<file path="src/rtl/axi4s_vc_arbiter.sv">
// ---------------------------------------------------------------------------
// axi4s_vc_arbiter
//
// Round-robin arbiter that shares one AXI4-Stream pixel path between NUM_REQ
// upstream packet sources (CSI-2 virtual channels) in front of the CPI output
// stage. Once a source is granted it keeps the path until its tlast beat is
// accepted. A watchdog reclaims the path from a source that stops presenting
// data mid-packet. The granted source index travels with the data so the
// downstream stage can tag frames.
//
// Ports:
//   axi4s_sclk_i   clock
//   axi4s_rst_i    synchronous active-high reset
//   req_en_i       per-source arbitration enable (only looked at in IDLE)
//   s_valid_i      per-source tvalid
//   s_ready_o      per-source tready (only the granted source sees m_ready_i)
//   s_data_i       packed source data, source i at [i*DATA_WIDTH +: DATA_WIDTH]
//   s_last_i       per-source tlast (end of line packet)
//   m_valid_o      output tvalid
//   m_ready_i      output tready
//   m_data_o       output data (zero while idle)
//   m_last_o       output tlast (zero while idle)
//   m_src_o        index of the granted source, held through IDLE
//   err_timeout_o  one-cycle pulse after a watchdog release
// ---------------------------------------------------------------------------
module axi4s_vc_arbiter #(
  parameter int DATA_WIDTH = 48,
  parameter int NUM_REQ    = 2,
  parameter int TIMEOUT    = 1024,
  localparam int SRC_W     = (NUM_REQ > 2) ? $clog2(NUM_REQ) : 1
) (
  input  logic                          axi4s_sclk_i,
  input  logic                          axi4s_rst_i,
  input  logic [NUM_REQ-1:0]            req_en_i,
  input  logic [NUM_REQ-1:0]            s_valid_i,
  output logic [NUM_REQ-1:0]            s_ready_o,
  input  logic [NUM_REQ*DATA_WIDTH-1:0] s_data_i,
  input  logic [NUM_REQ-1:0]            s_last_i,
  output logic                          m_valid_o,
  input  logic                          m_ready_i,
  output logic [DATA_WIDTH-1:0]         m_data_o,
  output logic                          m_last_o,
  output logic [SRC_W-1:0]              m_src_o,
  output logic                          err_timeout_o
);

  typedef enum logic {
    IDLE,
    BUSY
  } state_t;

  localparam logic [15:0] TIMEOUT_CNT = 16'(TIMEOUT);

  state_t                 state_q, state_d;
  logic [SRC_W-1:0]       grant_q, grant_d;
  logic [SRC_W-1:0]       last_grant_q, last_grant_d;
  logic [15:0]            stall_cnt_q, stall_cnt_d;
  logic                   err_timeout_q, err_timeout_d;

  logic [NUM_REQ-1:0]     cand;
  logic                   win_found;
  logic [SRC_W-1:0]       win_idx;

  logic                   sel_valid;
  logic                   sel_last;
  logic [DATA_WIDTH-1:0]  sel_data;
  logic [15:0]            stall_inc;

  assign cand      = s_valid_i & req_en_i;
  assign stall_inc = stall_cnt_q + 16'd1;

  // Round-robin pick: distances from last_grant are scanned farthest first,
  // so the nearest candidate after last_grant is the one left standing.
  always_comb begin
    win_found = 1'b0;
    win_idx   = '0;
    for (int k = NUM_REQ; k >= 1; k--) begin
      for (int i = 0; i < NUM_REQ; i++) begin
        if (((int'(last_grant_q) + k) % NUM_REQ) == i && cand[i]) begin
          win_found = 1'b1;
          win_idx   = SRC_W'(i);
        end
      end
    end
  end

  // Select the granted source's beat.
  always_comb begin
    sel_valid = 1'b0;
    sel_last  = 1'b0;
    sel_data  = '0;
    for (int i = 0; i < NUM_REQ; i++) begin
      if (grant_q == SRC_W'(i)) begin
        sel_valid = s_valid_i[i];
        sel_last  = s_last_i[i];
        sel_data  = s_data_i[i*DATA_WIDTH +: DATA_WIDTH];
      end
    end
  end

  // Next-state logic. Any cycle where the granted source shows valid clears
  // the stall counter, so downstream backpressure can never trip the
  // watchdog; a last-beat handshake and a watchdog release are therefore
  // mutually exclusive.
  always_comb begin
    state_d       = state_q;
    grant_d       = grant_q;
    last_grant_d  = last_grant_q;
    stall_cnt_d   = stall_cnt_q;
    err_timeout_d = 1'b0;
    case (state_q)
      IDLE: begin
        if (win_found) begin
          grant_d     = win_idx;
          state_d     = BUSY;
          stall_cnt_d = '0;
        end
      end
      BUSY: begin
        if (sel_valid) begin
          stall_cnt_d = '0;
          if (m_ready_i && sel_last) begin
            state_d      = IDLE;
            last_grant_d = grant_q;
          end
        end else if (TIMEOUT > 0) begin
          if (stall_inc == TIMEOUT_CNT) begin
            state_d       = IDLE;
            last_grant_d  = grant_q;
            stall_cnt_d   = '0;
            err_timeout_d = 1'b1;
          end else begin
            stall_cnt_d = stall_inc;
          end
        end
      end
      default: begin
        state_d = IDLE;
      end
    endcase
  end

  // State registers. last_grant starts at the top index so source 0 is
  // first in line after reset.
  always_ff @(posedge axi4s_sclk_i) begin
    if (axi4s_rst_i) begin
      state_q       <= IDLE;
      grant_q       <= '0;
      last_grant_q  <= SRC_W'(NUM_REQ - 1);
      stall_cnt_q   <= '0;
      err_timeout_q <= 1'b0;
    end else begin
      state_q       <= state_d;
      grant_q       <= grant_d;
      last_grant_q  <= last_grant_d;
      stall_cnt_q   <= stall_cnt_d;
      err_timeout_q <= err_timeout_d;
    end
  end

  // Zero-latency pass-through while BUSY. m_valid_o depends only on source
  // valid and state, never on m_ready_i.
  always_comb begin
    s_ready_o = '0;
    m_valid_o = 1'b0;
    m_data_o  = '0;
    m_last_o  = 1'b0;
    if (state_q == BUSY) begin
      m_valid_o = sel_valid;
      m_data_o  = sel_data;
      m_last_o  = sel_last;
      for (int i = 0; i < NUM_REQ; i++) begin
        if (grant_q == SRC_W'(i)) begin
          s_ready_o[i] = m_ready_i;
        end
      end
    end
  end

  assign m_src_o       = grant_q;
  assign err_timeout_o = err_timeout_q;

endmodule

</file>
<file path="config.mk">
export PLATFORM = sky130hd
export DESIGN_NAME = axi4s_vc_arbiter
export DESIGN_NICKNAME = d
export VERILOG_FILES = /design/src/rtl/axi4s_vc_arbiter.sv
export SDC_FILE = /design/constraint.sdc
export NUM_CORES = 1
export LEC_CHECK = 0
export ABC_AREA = 1
export CAP_MARGIN = 0
export CELL_PAD_IN_SITES_DETAIL_PLACEMENT = 1
export CELL_PAD_IN_SITES_GLOBAL_PLACEMENT = 2
export CORE_ASPECT_RATIO = 2
export CORE_MARGIN = 3
export CORE_UTILIZATION = 15
export DETAILED_ROUTE_END_ITERATION = 10
export MAX_ROUTING_LAYER = met4
export PLACE_DENSITY = 0.88
export SLEW_MARGIN = 30
export SYNTH_ARGS = -nofsm -noshare
export SYNTH_HDL_FRONTEND = slang
export SYNTH_SLANG_ARGS = --single-unit
</file>
<file path="constraint.sdc">
create_clock -name axi4s_sclk_i -period 4.32 [get_ports axi4s_sclk_i]
set_input_delay 0.864 -clock axi4s_sclk_i [delete_from_list [all_inputs] [get_ports axi4s_sclk_i]]
set_output_delay 0.864 -clock axi4s_sclk_i [all_outputs]
set_load 0.05 [all_outputs]
</file>
---- Word-level counts from Yosys, hierarchy flattened ----
Cells that the tools add are included.
word-level totals
  word-level logic and storage cells ...... 57
  register bits ........................... 20
  output and inout bits ................... 54
  input bits .............................. 105
cells by class
  mux-type cells .......................... 29
  bitwise gates (word level) .............. 4
  reductions and logical operators ........ 11
  add/subtract/negate cells ............... 3
  equality and inequality tests ........... 5
operators by type and width
  kind                   number
  $mux 48                2
  $logic_not 32->1       2
  $mux 16                3
  $pmux 16 s2            1
  $mux 1                 21
  $add 16x1->16 const B  1
  $eq 16x11->1 const B   1
  $logic_and 1x1->1      5
  $eq 2x2->1 const B     2
  $reduce_and 3->1       1
  $reduce_or 3->1        1
  $add 1x1->1 const B    2
  $and 1x1->1 const A    2
  $and 2x2->2            1
  $mux 2                 1
  $ne 2x1->1 const B     1
  $ne 2x2->1 const B     1
  $pmux 1 s2             1
  $reduce_and 2->1       1
  $reduce_bool 2->1      1
  $not 1->1              1

---- Longest topological paths before layout ----
  depth after elaboration ................. 10
  depth in mapped cells ................... 13
  gate-level depth less buffers ........... 13

---- Worst setup path before layout ----
OpenSTA, ideal clock, no wires.
  path kind ............................... register to output
  start point ............................. reg grant_q, in the netlist m_src_o
  end point ............................... out m_data_o[28]
  cell stages (with the launch flop) ...... 7
  required time ........................... 3456 ps
  data arrival time ....................... 2106 ps
  slack ................................... 1350 ps
  buffers on the path ..................... 3
  cell sequence ........................... dfxtp_1 > buf_2 > inv_1 > clkbuf_1 > clkbuf_1 > nor2_1 > nor2_1
between the ends
  longest elaborated chain between the ends .. 2
ends and longest elaborated chain
  item                      RTL line  text
  start: declaration        55        logic [SRC_W-1:0] grant_q, grant_d;
  start signal: assignment  154       grant_q <= grant_d;
  $mux 48                   93        if (grant_q == SRC_W'(i)) begin
  $mux 48                   168       if (state_q == BUSY) begin
  end: declaration          41        output logic [DATA_WIDTH-1:0] m_data_o,
No other way between the ends.

---- Final worst setup path ----
  start point ............................. in s_last_i[1]
  end point ............................... out m_last_o
between the ends
  longest elaborated chain between the ends .. 2
ends and longest elaborated chain
  item                RTL line  text
  start: declaration  38        input logic [NUM_REQ-1:0] s_last_i,
  $mux 1              93
  $mux 1              168
  end: declaration    42        output logic m_last_o,
No other way between the ends.

==> impl_results.html <==
<table>
<tr><th>Metric</th><th>Value</th></tr>
<tr><th colspan="2">Run status</th></tr>
<tr><td>Status</td><td>finished clean</td></tr>
<tr><th colspan="2">CTS</th></tr>
<tr><td>Clock H-tree levels</td><td>1</td></tr>
<tr><td>Number of buffers added by the clock tree synthesis step</td><td>3</td></tr>
<tr><td>Total number of clock tree sinks</td><td>20</td></tr>
<tr><td>Quantity of gates resized following cts</td><td>0</td></tr>
<tr><td>Number of hold-repair buffers added at the cts stage</td><td>0</td></tr>
<tr><td>Setup bufs post-CTS</td><td>0</td></tr>
<tr><td>Clk pin slew, worst setup/hold paths</td><td>0.06 ns</td></tr>
<tr><td>Skew-Pair Late Insertion Delay</td><td>0.26 ns</td></tr>
<tr><td>TritonCTS clock tree</td><td>yes</td></tr>
<tr><td>Clock Root Buffer</td><td>sky130_fd_sc_hd__clkbuf_16</td></tr>
<tr><td>Buffer levels on the longest clock path</td><td>2</td></tr>
<tr><th colspan="2">Timing</th></tr>
<tr><td>Fmax</td><td>307 MHz</td></tr>
<tr><td>Slew at the pin closest to its max-slew limit</td><td>0.700 ns</td></tr>
<tr><td>Number of slew-limit violations in the final report</td><td>0</td></tr>
<tr><td>Setup_tns</td><td>0 ns</td></tr>
<tr><td>Post-route worst setup slack</td><td>1.07 ns</td></tr>
<tr><td>Final critical delay including setup and external delays</td><td>3.25 ns</td></tr>
<tr><td>Setup repair after global routing missed its margin</td><td>no</td></tr>
<tr><td>Final clock skew</td><td>0.00233 ns</td></tr>
<tr><td>Fin crit share</td><td>75.3%</td></tr>
<tr><td>Worst slew margin</td><td>53.2%</td></tr>
<tr><td>Tightest hold margin</td><td>0.489 ns</td></tr>
<tr><td># setup viols final</td><td>0</td></tr>
<tr><td>Final number of hold-violating endpoints</td><td>0</td></tr>
<tr><th colspan="2">Synth</th></tr>
<tr><td>Synth async-reset ratio</td><td>0%</td></tr>
<tr><td>Total number of yosys warnings</td><td>0</td></tr>
<tr><td>Post-synthesis sequential area ratio</td><td>20.8%</td></tr>
<tr><td>Seq cells post-synth</td><td>20</td></tr>
<tr><td>Most frequent cell after synthesis</td><td>sky130_fd_sc_hd__nor2_1</td></tr>
<tr><td>Synthesized area</td><td>1930 um2</td></tr>
<tr><td>Top cell type's share of synthesized area</td><td>22.8%</td></tr>
<tr><td>Instance count of the mapped netlist</td><td>364</td></tr>
<tr><td>Number of unique standard cell types used by synthesis</td><td>26</td></tr>
<tr><td>Top cells by area, synth</td><td>sky130_fd_sc_hd__nor2_1, sky130_fd_sc_hd__dfxtp_1, sky130_fd_sc_hd__nand2_1</td></tr>
<tr><td>Mapped Avg Cell Area</td><td>5.30 um2</td></tr>
<tr><td>Synth Net Count</td><td>470</td></tr>
<tr><td>Cell types with the highest counts after synthesis</td><td>sky130_fd_sc_hd__nor2_1, sky130_fd_sc_hd__nand2_1, sky130_fd_sc_hd__o21ai_0, sky130_fd_sc_hd__nand3_1</td></tr>
<tr><td>Cell type with the largest total area after synthesis</td><td>sky130_fd_sc_hd__nor2_1</td></tr>
<tr><td>Number of flops mapped to enable cells by yosys</td><td>0</td></tr>
<tr><td>Prevailing post-synth register cell</td><td>sky130_fd_sc_hd__dfxtp_1</td></tr>
<tr><th colspan="2">Setup path</th></tr>
<tr><td>Setup crit end kind</td><td>primary output</td></tr>
<tr><td>Family with the most delay on the worst path</td><td>buffers and inverters</td></tr>
<tr><td>Biggest fanout along the worst timing path</td><td>2</td></tr>
<tr><td>Most common cell type on the critical path</td><td>sky130_fd_sc_hd__clkdlybuf4s50_1</td></tr>
<tr><td>Critical path buffers and inverters</td><td>2</td></tr>
<tr><td>Crit path cell chain</td><td>clkdlybuf4s50_1 -&gt; mux2i_1 -&gt; nor2_1 -&gt; clkdlybuf4s50_1</td></tr>
<tr><td>CP startpoint kind</td><td>primary input</td></tr>
<tr><td>Arrival time worst endpoint</td><td>2.39 ns</td></tr>
<tr><td>Critical setup path kind</td><td>primary input to primary output</td></tr>
<tr><td>Max stage delay cell, worst path</td><td>sky130_fd_sc_hd__clkdlybuf4s50_1</td></tr>
<tr><td>Required time of the critical path</td><td>3.46 ns</td></tr>
<tr><td>Peak per-stage delay on the critical path</td><td>0.81 ns</td></tr>
<tr><th colspan="2">Finish</th></tr>
<tr><td>Number of fill cells in the layout</td><td>1,614</td></tr>
<tr><td>Nets</td><td>616</td></tr>
<tr><td>Final cell utilization of the core</td><td>28.8%</td></tr>
<tr><td>Area used by multi-input combinational logic</td><td>1370 um2</td></tr>
<tr><td>Antenna diode instance count</td><td>0</td></tr>
<tr><td>Synth-to-layout area growth</td><td>87.2%</td></tr>
<tr><td>Share of layout cells above drive strength 1</td><td>13.8%</td></tr>
<tr><td>Register area</td><td>402 um2</td></tr>
<tr><th colspan="2">Drt</th></tr>
<tr><td>Average routed wire per standard cell</td><td>15.2 um</td></tr>
<tr><td>Residual DRC</td><td>0</td></tr>
<tr><td>Total wirelength of the detailed-routed design</td><td>9.98 mm</td></tr>
<tr><td>Overall via count from detail_route</td><td>2,944</td></tr>
<tr><td>Met2 Routed Length</td><td>5.89 mm</td></tr>
<tr><td>Met1 routed wirelength after detailed routing</td><td>3.52 mm</td></tr>
<tr><td>Sum of met3 wire segment lengths after detailed routing</td><td>373 um</td></tr>
<tr><td>Average via count per standard cell</td><td>4.47</td></tr>
<tr><td>Detail Route Antenna Nets</td><td>0</td></tr>
<tr><td>Top layer in use</td><td>met4</td></tr>
<tr><td>Initial drt markers</td><td>62</td></tr>
<tr><td>Drt pass-1 iters</td><td>4</td></tr>
<tr><th colspan="2">Power and ir drop</th></tr>
<tr><td>Leakage</td><td>1.52 nW</td></tr>
<tr><td>Worst supply voltage drop on vdd</td><td>0.000113 V</td></tr>
<tr><td>Power density relative to cell area</td><td>217 nW/um2</td></tr>
<tr><th colspan="2">Placement</th></tr>
<tr><td>Number of I/O port buffers</td><td>158</td></tr>
<tr><td>Post-detailed-placement half-perimeter wirelength</td><td>8.24 mm</td></tr>
<tr><td>Routability congestion estimate from global placement</td><td>0.855</td></tr>
<tr><td>Post-placement setup slack</td><td>1.06 ns</td></tr>
<tr><th colspan="2">GRT</th></tr>
<tr><td>Initial antenna violation count</td><td>0</td></tr>
<tr><td>Overflow left after global routing</td><td>0</td></tr>
<tr><td>GRT Overall Usage</td><td>14.2%</td></tr>
<tr><td>Number of global-route vias before repair</td><td>3,189</td></tr>
<tr><td>Wire length of the first global-routing pass</td><td>15.8 mm</td></tr>
<tr><td>Largest net degree at the start of global routing</td><td>50</td></tr>
<tr><th colspan="2">Flow run</th></tr>
<tr><td>Number of max-cap violations</td><td>0</td></tr>
<tr><th colspan="2">Floorplanning</th></tr>
<tr><td>Area of the placeable core</td><td>12,600 um2</td></tr>
<tr><td>DIE WIDTH</td><td>86.2 um</td></tr>
<tr><td>Floorplan die area</td><td>14,300 um2</td></tr>
<tr><td>Initial Util</td><td>15.4%</td></tr>
<tr><td>DIE HEIGHT</td><td>166 um</td></tr>
<tr><td>Cell Rows</td><td>58</td></tr>
<tr><td>Total I/O pin count</td><td>159</td></tr>
<tr><th colspan="2">Min path</th></tr>
<tr><td>Path class of the lowest-slack min-delay path</td><td>flop to flop</td></tr>
</table>
tightest hold or removal path: stages (launching register included):
cell	delay [ns]
sky130_fd_sc_hd__dfxtp_1	0.32
sky130_fd_sc_hd__nand2_1	0.06
sky130_fd_sc_hd__nand3_1	0.05
final timing paths:
kind	depth (start not counted)	slack (ns)	start	to
setup / recovery	4	1.07	s_last_i[1]	m_last_o
hold / removal	2	0.49	last_grant_q$_SDFFE_PP1P_	last_grant_q$_SDFFE_PP1P_
setup reg to reg	8	2.31	m_src_o$_SDFFE_PP0P_	last_grant_q$_SDFFE_PP1P_
hold reg to reg	2	0.49	last_grant_q$_SDFFE_PP1P_	last_grant_q$_SDFFE_PP1P_
cells in the final DEF, fill, tap and decap left out:
cell type / Yosys / layout
sky130_fd_sc_hd__nor2_1: 117 / 117
sky130_fd_sc_hd__clkdlybuf4s50_1: 0 / 108
sky130_fd_sc_hd__nand2_1: 68 / 68
sky130_fd_sc_hd__buf_4: 1 / 54
sky130_fd_sc_hd__o21ai_0: 50 / 50
sky130_fd_sc_hd__nand3_1: 21 / 21
sky130_fd_sc_hd__inv_1: 19 / 19
sky130_fd_sc_hd__dfxtp_1: 20 / 19
sky130_fd_sc_hd__a21oi_1: 15 / 15
sky130_fd_sc_hd__nand4_1: 11 / 11
sky130_fd_sc_hd__nand2_2: 3 / 3
sky130_fd_sc_hd__nor2_4: 3 / 3
sky130_fd_sc_hd__clkbuf_16: 0 / 3
sky130_fd_sc_hd__nand3_2: 2 / 2
sky130_fd_sc_hd__o21bai_1: 2 / 2
sky130_fd_sc_hd__mux2i_1: 1 / 1
sky130_fd_sc_hd__o21ai_1: 1 / 1
sky130_fd_sc_hd__nor2_2: 1 / 1
sky130_fd_sc_hd__nand3b_1: 1 / 1
sky130_fd_sc_hd__o22ai_1: 1 / 1
sky130_fd_sc_hd__nor3_2: 1 / 1
sky130_fd_sc_hd__o32ai_1: 1 / 1
sky130_fd_sc_hd__or2_2: 1 / 1
sky130_fd_sc_hd__o31ai_1: 1 / 1
sky130_fd_sc_hd__xor2_1: 1 / 1
sky130_fd_sc_hd__ha_1: 1 / 1
sky130_fd_sc_hd__buf_12: 0 / 1
sky130_fd_sc_hd__dfxtp_2: 0 / 1
flip-flops by register name, indices dropped and copies added (netlist names):
name,cells
state_q,1
m_src_o,1
last_grant_q,1
err_timeout_o,1
stall_cnt_q,16
power by group:
part           internal (mW)  switching, mW  leakage, nW  total, mW
Clock                  0.122         0.0751       0.0370      0.197
Combinational          0.155          0.237         1.32      0.392
Sequential             0.188        0.00767        0.162      0.196
kinds of logic (layout without fill, tap and decap cells):
logic type / count (synthesis) / after routing / share of synthesized area (%)
flops: 20 / 20 / 20.8
fa+ha+maj: 1 / 1 / 0.648
simple gates: 229 / 229 / 50.3
compound gates: 71 / 71 / 19.1
buf+inv: 41 / 185 / 8.24
mux: 1 / 1 / 0.519
xor+xnor: 1 / 1 / 0.454
stage by stage:
stage | total power, mW | instances | instance area (um2)
floorplan | 0.409 | 364 | 1930
global placement | 0.590 | 655 | 3540
detailed placement | 0.596 | 655 | 3540
CTS | 0.792 | 658 | 3610
global route | 0.825 | 658 | 3610
finish | 0.785 | 658 | 3610
layout make-up:
type	count	area share, %
well taps	150	5.20
clock buffers	3	2.08
multi-input cells	303	37.9
flip-flops and latches	20	11.1
repair buffers	163	41.7
inverters	19	1.97
layer usage:
layer	global-route usage [%]	vias up
met4	3.73	0
met2	28.2	104
met1	14.1	1359
li1	-	1469
met3	1.04	12
met5	-	-
(Power assumes the default switching activity.)
